[src/rtl/mem_access_unit.sv]
// -----------------------------------------------------------------------------
// mem_access_unit
//
// Single-port load/store sequencer that sits in front of one port of the
// locked data memory. It accepts one op from the issue stage and drives the
// memory port. It waits for the grant, captures the load data, pulses
// release_lock for one cycle and then returns the result on a valid/ready
// handshake. The lock is held only from the grant cycle to the release pulse.
//
// Optional feature macro: MAU_SUBWORD_LOAD_EN
//   defined   : byte/half loads are supported. The lane is picked by
//               addr[1:0] (little-endian) and sign- or zero-extended. The
//               memory sees a word-aligned address. Sub-word stores are
//               still errors.
//   undefined : any op_size other than word is reported as an error.
//
// Ports
//   clk, rst_n                      clock, async active-low reset
//   op_valid/op_ready               op handshake (ready only in IDLE)
//   op_is_store, op_size,
//   op_unsigned, op_addr,
//   op_wdata, op_issue_id           op fields, latched on acceptance
//   flush                           squash the in-flight op
//   mem_addr, mem_req_read,
//   mem_req_write, mem_issue_id,
//   mem_release, mem_wdata          per-port request to the memory
//   mem_rdata, mem_grant            per-port response from the memory
//   res_valid/res_ready             result handshake
//   res_rdata, res_err              load data (0 for stores), access error
// -----------------------------------------------------------------------------
module mem_access_unit #(
    parameter int ID_WIDTH = 4
) (
    input  logic                clk,
    input  logic                rst_n,
    input  logic                op_valid,
    output logic                op_ready,
    input  logic                op_is_store,
    input  logic [1:0]          op_size,
    input  logic                op_unsigned,
    input  logic [31:0]         op_addr,
    input  logic [31:0]         op_wdata,
    input  logic [ID_WIDTH-1:0] op_issue_id,
    input  logic                flush,
    output logic [31:0]         mem_addr,
    output logic                mem_req_read,
    output logic                mem_req_write,
    output logic [ID_WIDTH-1:0] mem_issue_id,
    output logic                mem_release,
    output logic [31:0]         mem_wdata,
    input  logic [31:0]         mem_rdata,
    input  logic                mem_grant,
    output logic                res_valid,
    input  logic                res_ready,
    output logic [31:0]         res_rdata,
    output logic                res_err
);

    localparam logic [1:0] ST_IDLE    = 2'd0;
    localparam logic [1:0] ST_REQ     = 2'd1;
    localparam logic [1:0] ST_RELEASE = 2'd2;
    localparam logic [1:0] ST_RESP    = 2'd3;

    logic [1:0]          state_reg,    state_next;
    logic [31:0]         addr_reg,     addr_next;
    logic [1:0]          size_reg,     size_next;
    logic                unsigned_reg, unsigned_next;
    logic                store_reg,    store_next;
    logic [31:0]         wdata_reg,    wdata_next;
    logic [ID_WIDTH-1:0] id_reg,       id_next;
    logic [31:0]         rdata_reg,    rdata_next;
    logic                err_reg,      err_next;

    logic                op_err;
    logic [31:0]         load_data;
    logic [31:0]         req_addr;

    // Decide at acceptance time whether the op may touch the memory at all;
    // erroring ops never request the lock.
    always_comb begin
        op_err = 1'b0;
        if (op_size == 2'd3) begin
            op_err = 1'b1;
        end
`ifdef MAU_SUBWORD_LOAD_EN
        if (op_is_store && op_size != 2'd2) begin
            op_err = 1'b1;
        end
`else
        if (op_size != 2'd2) begin
            op_err = 1'b1;
        end
`endif
        if (op_size == 2'd2 && op_addr[1:0] != 2'b00) begin
            op_err = 1'b1;
        end
        if (op_size == 2'd1 && op_addr[0]) begin
            op_err = 1'b1;
        end
    end

`ifdef MAU_SUBWORD_LOAD_EN
    logic [7:0]  byte_lane [4];
    logic [7:0]  byte_sel;
    logic [15:0] half_sel;

    for (genvar gi = 0; gi < 4; gi++) begin : g_lane
        assign byte_lane[gi] = mem_rdata[8*gi +: 8];
    end

    assign byte_sel = byte_lane[addr_reg[1:0]];
    assign half_sel = addr_reg[1] ? mem_rdata[31:16] : mem_rdata[15:0];
    assign req_addr = {addr_reg[31:2], 2'b00};

    always_comb begin
        case (size_reg)
            2'd0:    load_data = {{24{~unsigned_reg & byte_sel[7]}}, byte_sel};
            2'd1:    load_data = {{16{~unsigned_reg & half_sel[15]}}, half_sel};
            default: load_data = mem_rdata;
        endcase
    end
`else
    // Only word loads reach the memory in this build, so the size and sign
    // fields carry no information past acceptance.
    logic unused_subword;
    assign unused_subword = ^{size_reg, unsigned_reg};
    assign load_data      = mem_rdata;
    assign req_addr       = addr_reg;
`endif

    always_comb begin
        state_next    = state_reg;
        addr_next     = addr_reg;
        size_next     = size_reg;
        unsigned_next = unsigned_reg;
        store_next    = store_reg;
        wdata_next    = wdata_reg;
        id_next       = id_reg;
        rdata_next    = rdata_reg;
        err_next      = err_reg;
        case (state_reg)
            ST_IDLE: begin
                if (op_valid && !flush) begin
                    addr_next     = op_addr;
                    size_next     = op_size;
                    unsigned_next = op_unsigned;
                    store_next    = op_is_store;
                    wdata_next    = op_wdata;
                    id_next       = op_issue_id;
                    rdata_next    = 32'd0;
                    err_next      = op_err;
                    state_next    = op_err ? ST_RESP : ST_REQ;
                end
            end
            ST_REQ: begin
                // A grant wins over a simultaneous flush: the lock is already
                // taken and a store has committed, so it must be released.
                if (mem_grant) begin
                    rdata_next = store_reg ? 32'd0 : load_data;
                    state_next = ST_RELEASE;
                end else if (flush) begin
                    state_next = ST_IDLE;
                end
            end
            ST_RELEASE: begin
                state_next = flush ? ST_IDLE : ST_RESP;
            end
            default: begin
                if (flush || res_ready) begin
                    state_next = ST_IDLE;
                end
            end
        endcase
    end

    always_ff @(posedge clk or negedge rst_n) begin
        if (!rst_n) begin
            state_reg    <= ST_IDLE;
            addr_reg     <= 32'd0;
            size_reg     <= 2'd0;
            unsigned_reg <= 1'b0;
            store_reg    <= 1'b0;
            wdata_reg    <= 32'd0;
            id_reg       <= '0;
            rdata_reg    <= 32'd0;
            err_reg      <= 1'b0;
        end else begin
            state_reg    <= state_next;
            addr_reg     <= addr_next;
            size_reg     <= size_next;
            unsigned_reg <= unsigned_next;
            store_reg    <= store_next;
            wdata_reg    <= wdata_next;
            id_reg       <= id_next;
            rdata_reg    <= rdata_next;
            err_reg      <= err_next;
        end
    end

    // Memory-side outputs are qualified by state so the port is quiet
    // whenever no request is outstanding.
    assign op_ready      = (state_reg == ST_IDLE);
    assign mem_req_read  = (state_reg == ST_REQ) && !store_reg;
    assign mem_req_write = (state_reg == ST_REQ) &&  store_reg;
    assign mem_addr      = (state_reg == ST_REQ) ? req_addr : 32'd0;
    assign mem_issue_id  = (state_reg == ST_REQ) ? id_reg : '0;
    assign mem_wdata     = mem_req_write ? wdata_reg : 32'd0;
    assign mem_release   = (state_reg == ST_RELEASE);
    assign res_valid     = (state_reg == ST_RESP);
    assign res_rdata     = res_valid ? rdata_reg : 32'd0;
    assign res_err       = res_valid && err_reg;

endmodule

[config.mk]
export PLATFORM = sky130hd
export DESIGN_NAME = mem_access_unit
export DESIGN_NICKNAME = d
export VERILOG_FILES = /design/src/rtl/mem_access_unit.sv
export SDC_FILE = /design/constraint.sdc
export NUM_CORES = 1
export LEC_CHECK = 0
export BUFFER_PORTS_ARGS = -buffer_cell sky130_fd_sc_hd__buf_2
export CAP_MARGIN = 20
export CORE_ASPECT_RATIO = 1.4
export CORE_UTILIZATION = 40
export DETAILED_ROUTE_END_ITERATION = 10
export GPL_ROUTABILITY_DRIVEN = 0
export HOLD_SLACK_MARGIN = 0.1
export PLACE_DENSITY_LB_ADDON = 0.25
export SLEW_MARGIN = 0
export SYNTH_ARGS = -nofsm -noshare
export SYNTH_HDL_FRONTEND = slang
export SYNTH_SLANG_ARGS = --single-unit
[constraint.sdc]
create_clock -name clk -period 2 [get_ports clk]
set_input_delay 0 -clock clk [delete_from_list [all_inputs] [get_ports clk]]
set_output_delay 0 -clock clk [all_outputs]
set_load 0.01 [all_outputs]
==> key figures <==
Outcome
  – Outcome: finished clean

Clock network
  – Clock sinks: 104
  – CTS clk-pin slew, worst paths: 0.07 ns
  – CTS buffer count: 9
  – CTS tree: yes
  – Clk_lat worst skew: 0.33 ns
  – CTS Buffer Depth: 2
  – Setup bufs post-CTS: 0
  – H-Tree Depth: 3
  – Clk root buf: clkbuf_16

Finish
  – # diodes: 0
  – Layout cell share with drive strength beyond 1: 0.283
  – Leading cell type in the layout, fill and taps excluded: nand2_1
  – P&R area growth vs syn: 53.4%
  – Fin nets: 987
  – Most frequent cells in the layout: nand2_1, buf_2, dlygate4sd3_1, dfrtp_1, and3_1

Critical path
  – Startpoint types: flop
  – Levels on crit path: 5
  – Worst setup path endpoint: mem_wdata[0]
  – Required time of the critical path: 2.00 ns
  – Reg2reg setup slack: 0.25 ns
  – CP arrival: 1.89 ns
  – Worst r2r path cells: 4
  – Buf+Inv Stages, Crit Path: 3
  – CP delay by family, top: buffers and inverters
  – R2r endpoint: rdata_reg[30]
  – CP Cell Sequence: buf_6 -> nor2b_4 -> buf_12 -> and3_1 -> buf_2
  – Worst setup startpoint: state_reg[0]
  – Largest stage delay, worst path: 0.36 ns
  – Worst path slowest cell: dfrtp_1
  – Worst R2R Start: state_reg[0]
  – Worst Path Max Fanout: 69
  – WS Path Type: reg -> out
  – Critical path endpoint category: output port

Logic synthesis
  – Share of the synthesized area in the top cell type: 0.535
  – Number of synthesized register bits: 104
  – Cell count after synthesis: 578
  – Netlist area before placement: 0.00487 mm^2
  – Post-Synthesis Net Count: 688
  – Warnings from Yosys: 0
  – Post-synthesis sequential area ratio: 0.535
  – Area leader, netlist: dfrtp_1
  – Synth top area cells: dfrtp_1, nand2_1, and3_1
  – Mean area per synthesized cell: 8.42 um^2
  – Post-synth cell types: 24

Timing
  – Setup violators final: 0
  – RSZ-0062 raised after global routing: false
  – Max Fclk: 0.528 GHz
  – Endpoints failing hold: 0
  – Crit share post-route: 0.947
  – Worst hold slack: 0.185 ns
  – Count of pins over their slew limit: 0
  – Final Skew: 0.00502 ns
  – Slew HR: 0.602
  – Setup TNS: 0 ns
  – Slew at the pin with the worst max-slew slack: 0.589 ns
  – Tmin final: 1.89 ns

Placement
  – PortBufs: 214
  – Detailed Place HPWL: 8.80 mm

Route
  – First-pass DRT Iterations: 4
  – Vias: 5104
  – DRC violation count after routing: 0
  – DR iter-0 viols: 150
  – Vias/cell: 4.96
  – Post-DRT Antenna Nets: 0
  – Avg WL per Cell: 14.5 um
  – Final WL: 14.9 mm

Power and ir drop
  – Worst vdd ir: 538 uV
  – Pwr/cell area: 1070 mW/mm^2
  – Pleak: 0.00426 uW

Die
  – Die Y-Extent: 133 um
  – Core Footprint: 0.0118 mm^2
  – Die area: 0.0126 mm^2
  – I/O pin count: 216
  – FP Rows: 47
  – Die Span X: 95.2 um
  – Initial Utilization: 0.412

Run
  – Max-cap violations: 0

Global routing
  – Antenna violations before repair: 0
  – Largest net degree at the start of global routing: 70
  – Overflow after GRT: 0
  – First-pass GRT wire length: 23.2 mm
  – Vias in the first global route: 4969
  – Global Route Usage Sum: 0.232

Hold path
  – HP Class: in -> async
## Yosys cell counts
master    instances
a211oi_1          1
a21oi_1           1
a22o_1            1
a31oi_1           1
and2_1           38
and3_1           65
buf_2             7
buf_6             8
clkbuf_1         33
dfrtp_1         104
mux2_2            1
nand2_1         241
nand3_1          32
nand3b_1          1
nor2_1            2
nor2b_1           3
nor3_1            1
nor3b_2           1
nor4b_1           1
nor4b_4           1
o21ai_0          13
o21ai_1          20
o21bai_1          1
or4b_1            1
## per-layer routing
| metal | vias to the layer above | share of wire | global-route usage |
|---|---|---|---|
| li1 | 2445 | - | - |
| met1 | 2408 | 0.41 | 0.280 |
| met2 | 221 | 0.50 | 0.406 |
| met3 | 30 | 0.063 | 0.0420 |
| met4 | 0 | 0.021 | 0.0783 |
| met5 | - | 0 | 0 |
## power by group
group / internal [uW] / switching [uW] / leakage (uW)
Clock: 1070 / 749 / 0.000155
Combinational: 1120 / 1590 / 0.00277
Sequential: 3000 / 435 / 0.00133
## layout make-up
| type | count | area, um^2 |
|---|---|---|
| flip-flops and latches | 104 | 2600 |
| well taps | 147 | 184 |
| clock inverters | 4 | 51.3 |
| fillers | 969 | 4350 |
| multi-input cells | 426 | 2040 |
| repair buffers | 336 | 2330 |
| clock buffers | 12 | 267 |
## stage by stage
| stage | instances | setup WS [ns] | instance area (um^2) | total power (uW) | utilization |
|---|---|---|---|---|---|
| after floorplan | 578 | 0.377 | 4870 | 5010 | - |
| after global placement | 905 | 0.309 | 6060 | 5860 | 0.513 |
| after detailed placement | 905 | 0.285 | 6060 | 6000 | 0.513 |
| after CTS | 1029 | 0.00767 | 7460 | 8000 | 0.631 |
| after global routing | 1029 | 0.0237 | 7470 | 8520 | 0.632 |
| final | 1029 | 0.107 | 7470 | 7960 | 0.632 |
## timing repair
item / in CTS / in global routing
endpoints found under the setup margin: 0 / 19
resized for setup: 0 / 1
hold buffers: 108 / 0
hold endpoints to repair: 178 / 0
## how the worst min path moves through the flow
stage,startpoint,to,slack [ns],cells past startpoint
3_3_place_gp,rst_n,addr_reg[20],-0.0005,1
2_1_floorplan,rst_n,addr_reg[0],-0.30,0
3_5_place_dp,rst_n,addr_reg[19],0.005,1
6_report,rst_n,addr_reg[19],0.19,2
5_1_grt,rst_n,addr_reg[19],0.21,2
4_1_cts,rst_n,addr_reg[19],0.19,2
## logic make-up after synthesis
kind of cell,after synthesis,share of synthesized area
and+or+nand+nor,387,0.371
buffers and inverters,48,0.0512
AOI/OAI and AO/OA,38,0.0411
DFF,104,0.535
muxes,1,0.00231
Power figures use the tool's default switching activity.
